**config.mk**
```make
export PLATFORM = sky130hd
export DESIGN_NAME = irq_ctrl
export DESIGN_NICKNAME = d
export VERILOG_FILES = /design/src/rtl/irq_ctrl.sv
export SDC_FILE = /design/constraint.sdc
export NUM_CORES = 1
export LEC_CHECK = 0
export BUFFER_PORTS_ARGS = -buffer_cell sky130_fd_sc_hd__buf_4
export CAP_MARGIN = 0
export CORE_MARGIN = 8
export CORE_UTILIZATION = 34
export DETAILED_ROUTE_END_ITERATION = 7
export GPL_ROUTABILITY_DRIVEN = 0
export PLACE_DENSITY_LB_ADDON = 0.15
export SYNTH_ARGS = -nofsm -noshare
export SYNTH_HDL_FRONTEND = slang
export SYNTH_SLANG_ARGS = --single-unit
```
**constraint.sdc**
```tcl
create_clock -name clk -period 1.45 [get_ports clk]
set_clock_uncertainty 0.2 [all_clocks]
set_input_delay 0.2175 -clock clk [delete_from_list [all_inputs] [get_ports clk]]
set_output_delay 0.2175 -clock clk [all_outputs]
set_load 0.05 [all_outputs]
```
**src/rtl/irq_ctrl.sv**
```systemverilog
// Memory-mapped interrupt controller: per-source and global masking, fixed lowest-index priority,
// single outstanding request tracked through a CPU acknowledge / EOI handshake.
module irq_ctrl #(
    parameter int unsigned NSRC = 4
) (
    input  logic            clk,
    input  logic            rst,
    input  logic            sel,
    input  logic            we,
    input  logic            re,
    input  logic [1:0]      addr,
    input  logic [15:0]     wdata,
    output logic [15:0]     rdata,
    output logic            rdy,
    input  logic [NSRC-1:0] src_irq,
    output logic            cpu_irq,
    input  logic            cpu_ack,
    output logic [2:0]      cpu_vec
);

    localparam logic [1:0] ADDR_IE   = 2'd0;
    localparam logic [1:0] ADDR_GCR  = 2'd1;
    localparam logic [1:0] ADDR_STAT = 2'd2;
    localparam logic [1:0] ADDR_EOI  = 2'd3;

    typedef enum logic [1:0] {
        StIdle = 2'b00,
        StReq  = 2'b01,
        StSvc  = 2'b10
    } state_e;

    state_e          state_q;
    logic [NSRC-1:0] ie_q;
    logic [NSRC-1:0] pend_q;
    logic            gie_q;
    logic [2:0]      cur_q;
    logic            cpu_irq_q;

    logic            bus_wr;
    logic            eoi_wr;
    logic [2:0]      win;
    logic [7:0]      pend_ext;
    logic            cur_pend;
    logic            unused_wdata;

    assign bus_wr       = sel & we;
    assign eoi_wr       = bus_wr && (addr == ADDR_EOI);
    assign rdy          = sel;
    assign cpu_irq      = cpu_irq_q;
    assign cpu_vec      = cur_q;
    assign unused_wdata = ^wdata;

    // Zero-extend so the 3-bit vector can index pend regardless of NSRC.
    assign pend_ext = 8'(pend_q);
    assign cur_pend = pend_ext[cur_q];

    // Lowest set index wins: scan downward so the last hit is the smallest index.
    always_comb begin
        win = 3'd0;
        for (int i = int'(NSRC) - 1; i >= 0; i--) begin
            if (pend_q[i]) begin
                win = 3'(i);
            end
        end
    end

    always_comb begin
        rdata = '0;
        if (sel && re) begin
            case (addr)
                ADDR_IE:   rdata[NSRC-1:0] = ie_q;
                ADDR_GCR:  rdata[0] = gie_q;
                ADDR_STAT: begin
                    rdata[NSRC-1:0] = pend_q;
                    rdata[10:8]     = cur_q;
                    rdata[13:12]    = state_q;
                end
                default:   rdata = '0;
            endcase
        end
    end

    // Mask registers and pending capture; pend uses the pre-write IE value.
    always_ff @(posedge clk) begin
        if (rst) begin
            ie_q   <= '0;
            gie_q  <= 1'b0;
            pend_q <= '0;
        end else begin
            pend_q <= src_irq & ie_q;
            if (bus_wr && (addr == ADDR_IE)) begin
                ie_q <= wdata[NSRC-1:0];
            end
            if (bus_wr && (addr == ADDR_GCR)) begin
                gie_q <= wdata[0];
            end
        end
    end

    always_ff @(posedge clk) begin
        if (rst) begin
            state_q   <= StIdle;
            cur_q     <= 3'd0;
            cpu_irq_q <= 1'b0;
        end else begin
            case (state_q)
                StIdle: begin
                    if (gie_q && (|pend_q)) begin
                        state_q   <= StReq;
                        cur_q     <= win;
                        cpu_irq_q <= 1'b1;
                    end
                end
                StReq: begin
                    // Acknowledge takes precedence over a withdrawn or masked request.
                    if (cpu_ack) begin
                        state_q   <= StSvc;
                        cpu_irq_q <= 1'b0;
                    end else if (!gie_q || !cur_pend) begin
                        state_q   <= StIdle;
                        cpu_irq_q <= 1'b0;
                    end
                end
                StSvc: begin
                    if (eoi_wr) begin
                        state_q <= StIdle;
                    end
                end
                default: begin
                    state_q   <= StIdle;
                    cpu_irq_q <= 1'b0;
                end
            endcase
        end
    end

endmodule

```
==> out/metrics.yaml, run 1 <==
critical_path:
  crit_chain: "buf_6 -> nand3b_1 -> o21a_1 -> nor2_4 -> buf_8"
  arrival_ns: 1.16
  critPathLaunchType: "register"
  worstSetupPathType: "reg -> out"
  cp_num_buf_inv: 2
  cp-end-kind: "output port"
  reg2reg_depth: 3
  rrSetupSlack_ns: -0.08
  reg2reg_from: "pend_q[3]"
  slowest_stage: "dfxtp_2"
  reg2reg_to: "state_q[0]"
  critPathMaxStageDelay_ns: 0.35
  required_ns: 1.03
  crit_family: "flip-flops"
  path_max_fanout: 2
hold_path:
  whs_path_depth: 2
  hold-path-endpoint: "cpu_vec[0]"
  hold_path_class: "in -> reg"
  min_from: "rst"
run_status:
  violations: "negative setup slack"
  status: "finished with violations"
global_route:
  grt_pass1_wl_um: 3910
  grt_max_degree: 15
  track_usage_pct: 11.6
  antenna_found_initial: 0
  grt-ovfl-total: 0
  grt_pass1_vias: 878
routing:
  wl_per_cell_um: 13.6
  wl_um: 2420
  routed_via_density: 4.79
  drt-pass1-iter-count: 2
  first_iter_violations: 15
  vias: 852
  drc: 0
  drtAntennaViolNets: 0
placed_design:
  place_area_sq_mm: 0.00115
  post-place-ws_ns: -0.0676
  port_buffers: 27
  post-dp-hpwl_um: 1750
die:
  row_count: 18
  dieHeight_um: 65.2
  die_width_um: 65.2
  initial_core_util_pct: 34.4
  coreArea_sq_mm: 0.00239
  io_pins: 49
  dieArea_sq_mm: 0.00425
timing:
  drv_slew: 0
  rsz0062_at_grt: "true"
  setup_ws_ns: -0.128
  setup_viol_count_final: 4
  max_freq_ghz: 0.634
  hold_viol_final: 0
  min_period_over_period_pct: 109
  hold_slack_ns: 0.0160
  min_period_ns: 1.58
pwr:
  p_total_mw: 0.792
  power.density_mw_per_mm2: 542
  cellLeakagePower_nw: 0.631
  vdd_drop_max_mv: 0.423
clock_tree:
  clockRootBuffer: "clkbuf_4"
  cts_tree: "yes"
  numCtsBuffers: 3
  cts_sinks: 14
  path_clk_slew_ns: 0.08
  cts_buffer_depth: 2
  clock_latency_ns: 0.28
  cts_max_level: 1
layout:
  post-route-util_pct: 61.3
  drive_gt1_share_pct: 57.4
  antenna_cells: 0
  fillers: 218
  fin_nets: 178
  postLayoutCellArea_sq_mm: 0.00146
  area_delta_synth_final_pct: 77.9
yosys:
  synth_common_cells: "dfxtp_1 (14), nor2_1 (12), buf_4 (10), mux2i_1 (10)"
  synth_top_cell_area_share_pct: 34.1
  ys_warn_count: 0
  synth_edf_count: 0
  synthesis.area_sq_um: 822
  yosysMostFrequentCell: "dfxtp_1"
  synth_flop_cell: "dfxtp_1"
  synth_cell_types: 30
  syn_inst: 96
  ys_ff_latch: 14
  yosys.area.top_type: "dfxtp_1"
  seq_area_frac_synth_pct: 34.1
  async_flop_share_pct: 0
  avgSynthCellArea_sq_um: 8.56
  yosys-top-cells-area: "dfxtp_1 (34%), mux2i_1 (12%), buf_4 (9.1%), nor2_1 (5.5%), nor3_1 (3.7%)"
flow_run:
  drv_cap: 0
## flip-flops by register name, indices dropped and copies added (netlist names)
signal and flops:
cpu_irq 1, cpu_vec 2, state_q 2, gie_q 1, ie_q 4, pend_q 4
## kinds of logic (layout without fill, tap and decap cells)
| group | count (synthesis) | count (layout) | synth area share [%] |
|---|---|---|---|
| buffers and inverters | 19 | 63 | 13.4 |
| DFF | 14 | 14 | 34.1 |
| other | 1 | 9 | 0.456 |
| and+or+nand+nor | 38 | 38 | 25.6 |
| muxes | 12 | 12 | 14.9 |
| AOI/OAI and AO/OA | 12 | 12 | 11.6 |
## cell usage in the layout (no fill, tap or decap), types with 2 or more instances in the layout
cell           synthesis  layout
nor2_1                12      11
clkbuf_4               0       3
buf_8                  0       3
dlygate4sd3_1          0       8
conb_1                 1       9
mux2i_1               10       6
a221oi_2               1       2
buf_6                  0       9
inv_1                  5       5
buf_4                 10      35
nor3_1                 6       3
nand3b_1               2       2
dfxtp_1               14       3
nor3_4                 0       3
nand2_1                6       5
dfxtp_4                0       2
and2_4                 0       4
a21oi_2                0       2
mux2i_4                0       3
dfxtp_2                0       9
o21a_1                 2       2
## repair_timing
action | CTS | global route
hold buffers | 8 | 0
buffers inserted | 4 | 4
endpoints found under the hold margin | 9 | 0
resized for setup | 27 | 14
pin swaps | 2 | 3
endpoints found under the setup margin | 8 | 11
## layout make-up
type                            instances  area [sq um]  share of cell area, %
Clock buffer                            3          22.5                   1.54
Inverter                                5          18.8                   1.28
Timing Repair Buffer                   55           489                   33.4
Tap cell                               30          37.5                   2.57
Multi-Input combinational cell         71           596                   40.7
Sequential cell                        14           299                   20.4
## metal layers
layer	global-route usage (%)	share of wire [%]
met1	11.9	37
met3	4.08	7.5
met5	0	0
met2	21.0	54
met4	4.90	1.7
## power breakdown
part	total, mW	internal, mW	switching [mW]
Clock	0.214	0.0963	0.118
Sequential	0.389	0.385	0.00398
Combinational	0.189	0.0762	0.113
## per-stage QoR
step | std cells | TNS (ns)
floorplan | 104 | -0.00477
detailed placement | 159 | -0.0676
global placement | 159 | -0.0529
CTS | 174 | -0.347
global route | 178 | -0.745
finish | 178 | -0.328
## worst max path at each step
stage	slack, ns	from	cells past startpoint	endpoint
floorplan	-0.005	pend_q[3]	3	state_q[0]
global placement	-0.05	pend_q[3]	3	state_q[0]
detailed placement	-0.07	pend_q[3]	3	state_q[0]
CTS	-0.13	pend_q[0]	5	rdata[0]
global route	-0.19	pend_q[0]	5	rdata[0]
finish	-0.13	pend_q[0]	5	rdata[0]
(Power assumes the default switching activity.)
==> run 2: changes to the inputs <==
--- a/config.mk
+++ b/config.mk
@@ -7,7 +7,7 @@
 export LEC_CHECK = 0
 export BUFFER_PORTS_ARGS = -buffer_cell sky130_fd_sc_hd__buf_4
 export CAP_MARGIN = 0
-export CORE_MARGIN = 8
+export CORE_MARGIN = 2
 export CORE_UTILIZATION = 34
 export DETAILED_ROUTE_END_ITERATION = 7
 export GPL_ROUTABILITY_DRIVEN = 0
==> run 2 against run 1 <==
  * Critical path type unchanged
  * Via count down 2.3%
  * Worst setup slack worse by 0.011 ns
  * Register-to-register slack got worse by 0.03 ns
  * Highest routed layer unchanged
  * Wire length fell by 9.2%
  * Combinational power is 3% lower
  * Sequential power hardly changed
  * Clock-buffer cell count is 1 higher
  * The flow still finishes with violations (negative setup slack)
  * Sequential cell count did not move
  * Total power up 7.8%
==> out/metrics.yaml, run 2 (synthesis gave the netlist of run 1 again) <==
critical_path:
  path_max_fanout: 2  # unchanged
  reg2reg_depth: 3  # unchanged
  crit_end: "rdata[0]"  # unchanged
  reg2reg_from: "pend_q[3]"  # unchanged
  slowest_stage: "dfxtp_2"  # unchanged
  worstSetupPathType: "reg -> out"  # unchanged
  crit_path_frequent_cell: "buf_6"
  rrSetupSlack_ns: -0.11  # was -0.08 ns
  crit_chain: "buf_6 -> nand3b_1 -> o21a_1 -> nor2_4 -> buf_6"  # was buf_6 -> nand3b_1 -> o21a_1 -> nor2_4 -> buf_8
  required_ns: 1.03  # about the same
  reg2reg_to: "state_q[0]"  # unchanged
  arrival_ns: 1.17  # was 1.16 ns
  critPathLaunchType: "register"  # unchanged
  startpoint: "pend_q[0]"  # unchanged
  critPathMaxStageDelay_ns: 0.36  # was 0.35 ns
  cp-end-kind: "output port"  # unchanged
timing:
  max_freq_ghz: 0.629  # was 0.634 GHz
  rsz0062_at_grt: "true"  # unchanged
  setup_viol_count_final: 6  # was 4
  min_period_over_period_pct: 110  # was 109%
  finalSetupTns_ns: -0.552  # was -0.328 ns
  hold_viol_final: 0  # unchanged
  setup_ws_ns: -0.139  # was -0.128 ns
  min_period_ns: 1.59  # was 1.58 ns
  drv_slew: 0  # unchanged
die:
  dieHeight_um: 53.2  # was 65.2 um
  die_width_um: 53.2  # was 65.2 um
  io_pins: 49  # unchanged
  dieArea_sq_mm: 0.00283  # was 0.00425 sq mm
  row_count: 17  # was 18
  initial_core_util_pct: 36.5  # was 34.4%
  coreArea_sq_mm: 0.00225  # was 0.00239 sq mm
global_route:
  track_usage_pct: 17.1  # was 11.6%
  grt_pass1_vias: 768  # was 878
  grt_pass1_wl_um: 3410  # was 3910 um
  grt-ovfl-total: 0  # unchanged
  grt_max_degree: 15  # unchanged
  antenna_found_initial: 0  # unchanged
pwr:
  power.density_mw_per_mm2: 593  # was 542 mW/mm^2
  combPwrFrac_pct: 21.5  # was 23.9%
  swShare_pct: 28.7  # was 29.6%
  pwr-share-seq_pct: 45.2  # was 49.1%
  vdd_drop_max_mv: 0.693  # was 0.423 mV
  clkPwrFrac_pct: 33.4  # was 27.0%
  cellLeakagePower_nw: 0.610  # was 0.631 nW
  intPower_mw: 0.609  # was 0.557 mW
  p_sw_mw: 0.245  # was 0.235 mW
layout:
  multi_input_area_sq_um: 586  # was 596 sq um
  fillers: 200  # was 218
  largestRegisters: "ie_q x4, pend_q x4"  # unchanged
  antenna_cells: 0  # unchanged
  area_delta_synth_final_pct: 75.0  # was 77.9%
  ff_latch_area_sq_um: 302  # was 299 sq um
  mostFrequentLayoutCells: "buf_4 (28), buf_6 (13), nor2_1 (11), conb_1 (9), dlygate4sd3_1 (9)"  # was buf_4 (35), nor2_1 (11), conb_1 (9), dfxtp_2 (9), buf_6 (9)
  fin_nets: 174  # was 178
  final_cells: 173  # was 178
  post-route-util_pct: 63.8  # was 61.3%
  drive_gt1_share_pct: 53.1  # was 57.4%
  postLayoutCellArea_sq_mm: 0.00144  # was 0.00146 sq mm
  final_common_cell: "buf_4"  # unchanged
placed_design:
  post-dp-hpwl_um: 1480  # was 1750 um
  placedCellCount: 157  # was 159
  port_buffers: 27  # unchanged
  place_area_sq_mm: 0.00115  # about the same
run_status:
  violations: "negative setup slack"  # unchanged
  status: "finished with violations"  # unchanged
clock_tree:
  cts_tree: "yes"  # unchanged
  clock_latency_ns: 0.28  # about the same
  numCtsBuffers: 3  # unchanged
  clockRootBuffer: "clkbuf_4"  # unchanged
  cts_max_level: 1  # unchanged
  path_clk_slew_ns: 0.09  # was 0.08 ns
  cts_sinks: 14  # unchanged
  cts_buffer_depth: 2  # unchanged
routing:
  wl_met2_um: 1130  # was 1310 um
  drtAntennaViolNets: 0  # unchanged
  drt-pass1-iter-count: 4  # was 2
  met3_wirelength_um: 111  # was 182 um
  routed_via_density: 4.81  # was 4.79
  first_iter_violations: 9  # was 15
  highest_layer: "met4"  # unchanged
  drc: 0  # unchanged
  wl_um: 2190  # was 2420 um
  vias: 832  # was 852
  wl_per_cell_um: 12.7  # was 13.6 um
  m1WireLength_um: 941  # was 886 um
hold_path:
  hold_path_class: "in -> reg"  # unchanged
flow_run:
  drv_cap: 0  # unchanged
-- run 2: area by class of cell --
type	count	share of cell area (%)
multi-input cells	71	40.7
repair buffers	51	32.1
flip-flops and latches	14	21.0
clock buffers	4	2.52
well taps	28	2.43
inverters	5	1.30
-- run 2: how the worst min path moves through the flow --
stage	from	end	slack (ns)	depth (start not counted)
after global routing	cpu_ack	state_q[1]	0.13	4
after detailed placement	src_irq[0]	pend_q[0]	0.24	3
after global placement	src_irq[3]	pend_q[3]	0.24	3
after CTS	cpu_ack	cpu_irq	0.08	4
after floorplan	rst	cpu_vec[1]	0.09	1
final	cpu_ack	state_q[0]	0.11	4
-- run 2: repair_timing --
item | in CTS | in global routing
gates resized for setup | 22 | 16
hold buffers | 9 | 0
pin swaps | 1 | 2
endpoints found under the setup margin | 7 | 12
endpoints found under the hold margin | 10 | 0
setup buffers | 3 | 0
-- run 2: critical path: cells and delay by family (launching register included) --
family	cells	cell delay (ns)
compound gates	1	0.13
buf+inv	2	0.25
flops	1	0.36
simple gates	2	0.15
-- run 2: power groups by stage --
| stage | clock (mW) | combinational (mW) | sequential, mW |
|---|---|---|---|
| floorplan | 0 | 0.121 | 0.400 |
| global placement | 0 | 0.153 | 0.401 |
| detailed placement | 0 | 0.154 | 0.401 |
| CTS | 0.292 | 0.180 | 0.393 |
| global route | 0.325 | 0.195 | 0.386 |
| finish | 0.285 | 0.184 | 0.386 |
-- run 2: per-layer routing --
layer,vias to the layer above,track usage (%)
met2,23,28.5
met5,-,0
li1,413,-
met1,394,21.2
met3,2,2.54
met4,0,8.97
-- run 2: per-stage QoR --
| stage | power (mW) | setup slack [ns] | hold slack (ns) |
|---|---|---|---|
| final | 0.854 | -0.139 | 0.106 |
| after global routing | 0.906 | -0.220 | 0.130 |
| after CTS | 0.865 | -0.153 | 0.0833 |
| after detailed placement | 0.554 | -0.0887 | 0.243 |
| after global placement | 0.553 | -0.0687 | 0.240 |
| after floorplan | 0.521 | -0.00477 | 0.0869 |
==> run 3: changes to the inputs <==
--- a/config.mk
+++ b/config.mk
@@ -5,10 +5,11 @@
 export SDC_FILE = /design/constraint.sdc
 export NUM_CORES = 1
 export LEC_CHECK = 0
+export ABC_CLOCK_PERIOD_IN_PS = 1450
 export BUFFER_PORTS_ARGS = -buffer_cell sky130_fd_sc_hd__buf_4
 export CAP_MARGIN = 0
 export CORE_MARGIN = 2
-export CORE_UTILIZATION = 34
+export CORE_UTILIZATION = 38
 export DETAILED_ROUTE_END_ITERATION = 7
 export GPL_ROUTABILITY_DRIVEN = 0
 export PLACE_DENSITY_LB_ADDON = 0.15
==> run 3 against run 2 <==
  * The flow still finishes with violations (negative setup slack)
  * Critical endpoint unchanged
  * Clock power about the same
  * Sequential share of layout area decreased by 0.39 points
  * Die area decreased by 9.8%
  * Sequential power about the same
  * Maximum frequency increased by 0.71%
  * First-iteration DRC count decreased by 56%
  * Critical path depth decreased by 1
  * Global-route usage increased by 0.99 points
  * Hold slack got worse by 0.016 ns
  * Combinational power about the same
==> out/metrics.yaml, run 3 (synthesis gave the netlist of run 1 again) <==
pwr:
  p_total_mw: 0.859  # was 0.854 mW
  vdd_drop_max_mv: 0.515  # was 0.693 mV
  power.density_mw_per_mm2: 594  # was 593 mW/mm^2
  cellLeakagePower_nw: 0.629  # was 0.610 nW
critical_path:
  worstSetupPathType: "reg -> out"  # unchanged
  crit_chain: "mux2i_1 -> o21a_1 -> nor2_4 -> buf_6"  # was buf_6 -> nand3b_1 -> o21a_1 -> nor2_4 -> buf_6
  slowest_stage: "dfxtp_2"  # unchanged
  required_ns: 1.03  # about the same
  path_max_fanout: 5  # was 2
  reg2reg_depth: 3  # unchanged
  critPathLaunchType: "register"  # unchanged
  reg2reg_to: "state_q[0]"  # unchanged
  startpoint: "gie_q"  # was pend_q[0]
  rrSetupSlack_ns: -0.11  # about the same
  arrival_ns: 1.16  # was 1.17 ns
  critPathMaxStageDelay_ns: 0.37  # was 0.36 ns
  crit_family: "flip-flops"  # unchanged
  critical_path_depth: 4  # was 5
  cp_num_buf_inv: 1  # was 2
  reg2reg_from: "pend_q[3]"  # unchanged
  cp-end-kind: "output port"  # unchanged
die:
  dieArea_sq_mm: 0.00255  # was 0.00283 sq mm
  die_width_um: 50.5  # was 53.2 um
  io_pins: 49  # unchanged
  coreArea_sq_mm: 0.00200  # was 0.00225 sq mm
  dieHeight_um: 50.5  # was 53.2 um
  row_count: 16  # was 17
  initial_core_util_pct: 41.1  # was 36.5%
clock_tree:
  cts_tree: "yes"  # unchanged
  clockRootBuffer: "clkbuf_4"  # unchanged
  cts_max_level: 1  # unchanged
  path_clk_slew_ns: 0.09  # about the same
  cts_buffer_depth: 2  # unchanged
  numCtsBuffers: 3  # unchanged
  clock_latency_ns: 0.28  # about the same
  cts_sinks: 14  # unchanged
timing:
  setup_ws_ns: -0.128  # was -0.139 ns
  min_period_over_period_pct: 109  # was 110%
  drv_slew: 0  # unchanged
  max_freq_ghz: 0.634  # was 0.629 GHz
  hold_viol_final: 0  # unchanged
  setup_viol_count_final: 8  # was 6
  rsz0062_at_grt: "true"  # unchanged
  finalSetupTns_ns: -0.638  # was -0.552 ns
  min_period_ns: 1.58  # was 1.59 ns
  hold_slack_ns: 0.0893  # was 0.106 ns
hold_path:
  whs_path_depth: 4  # unchanged
  hold_path_class: "in -> reg"  # unchanged
  min_from: "cpu_ack"  # unchanged
  hold-path-endpoint: "state_q[1]"  # was state_q[0]
routing:
  wl_um: 2030  # was 2190 um
  drt-pass1-iter-count: 2  # was 4
  wl_per_cell_um: 11.6  # was 12.7 um
  drc: 0  # unchanged
  routed_via_density: 4.67  # was 4.81
  drtAntennaViolNets: 0  # unchanged
  first_iter_violations: 4  # was 9
  vias: 818  # was 832
placed_design:
  port_buffers: 27  # unchanged
  post-place-ws_ns: -0.0582  # was -0.0887 ns
  post-dp-hpwl_um: 1490  # was 1480 um
  place_area_sq_mm: 0.00115  # about the same
  placedCellCount: 156  # was 157
global_route:
  grt_pass1_vias: 809  # was 768
  track_usage_pct: 18.1  # was 17.1%
  grt-ovfl-total: 0  # unchanged
  grt_max_degree: 15  # unchanged
  antenna_found_initial: 0  # unchanged
  grt_pass1_wl_um: 3440  # was 3410 um
layout:
  area_delta_synth_final_pct: 76.1  # was 75.0%
  mostFrequentLayoutCells: "buf_4 (29), buf_6 (15), nor2_1 (11), conb_1 (9), dlygate4sd3_1 (9)"  # was buf_4 (28), buf_6 (13), nor2_1 (11), conb_1 (9), dlygate4sd3_1 (9)
  final_common_cell: "buf_4"  # unchanged
  final_cells: 175  # was 173
  antenna_cells: 0  # unchanged
  post-route-util_pct: 72.3  # was 63.8%
  largestRegisters: "ie_q x4, pend_q x4"  # unchanged
  fin_nets: 177  # was 174
  postLayoutCellArea_sq_mm: 0.00145  # was 0.00144 sq mm
  drive_gt1_share_pct: 54.1  # was 53.1%
flow_run:
  drv_cap: 0  # unchanged
run_status:
  status: "finished with violations"  # unchanged
  violations: "negative setup slack"  # unchanged
==> run 3: cell types whose count changed in the layout (fill, tap and decap cells not counted), moves of 2 or more <==
cell | before | now
dfxtp_2 | 5 | 8
buf_6 | 13 | 15
dfxtp_4 | 4 | 2
mux2_2 | 0 | 2
mux2_4 | 2 | 0
==> run 3: final cells by class <==
class                           count  area [sq um]
Fill cell                         147           554
Multi-Input combinational cell     71           569
Sequential cell                    14           298
Tap cell                           27          33.8
Clock buffer                        4          36.3
Inverter                            5          18.8
Timing Repair Buffer               54           492
==> run 3: how the worst max path moves through the flow <==
stage | endpoint | slack [ns]
after floorplan | state_q[0] | -0.005
after detailed placement | state_q[0] | -0.06
final | rdata[0] | -0.13
after CTS | state_q[0] | -0.14
after global placement | state_q[0] | -0.05
after global routing | rdata[0] | -0.20
==> run 3: what timing repair did <==
item                                    in CTS  in global routing
endpoints found under the setup margin       8                 12
hold buffers                                 9                  0
gates resized for setup                     24                 12
endpoints found under the hold margin       10                  0
gates cloned                                 0                  0
buffers inserted                             3                  3
pin swaps                                    3                  2
==> run 3: where the power goes <==
group / switching [mW] / internal (mW)
sequential: 0.00409 / 0.385
combinational: 0.109 / 0.0776
clock: 0.131 / 0.153
total: 0.244 / 0.615
==> run 3: layer usage <==
metal / GRT usage [%] / vias to the layer above / wire, um
met1: 20.5 / 371 / 825
met2: 32.2 / 23 / 1080
met5: 0 / - / 0
met4: 9.46 / 0 / 40
li1: - / 420 / -
met3: 3.27 / 4 / 78
==> run 3: worst reg2reg max path, delay by kind of cell (launching register included) <==
| kind | cells | cell delay [ns] |
|---|---|---|
| AND/OR/NAND/NOR | 2 | 0.64 |
| flip-flops | 1 | 0.33 |
| AO/OA/AOI/OAI | 1 | 0.29 |
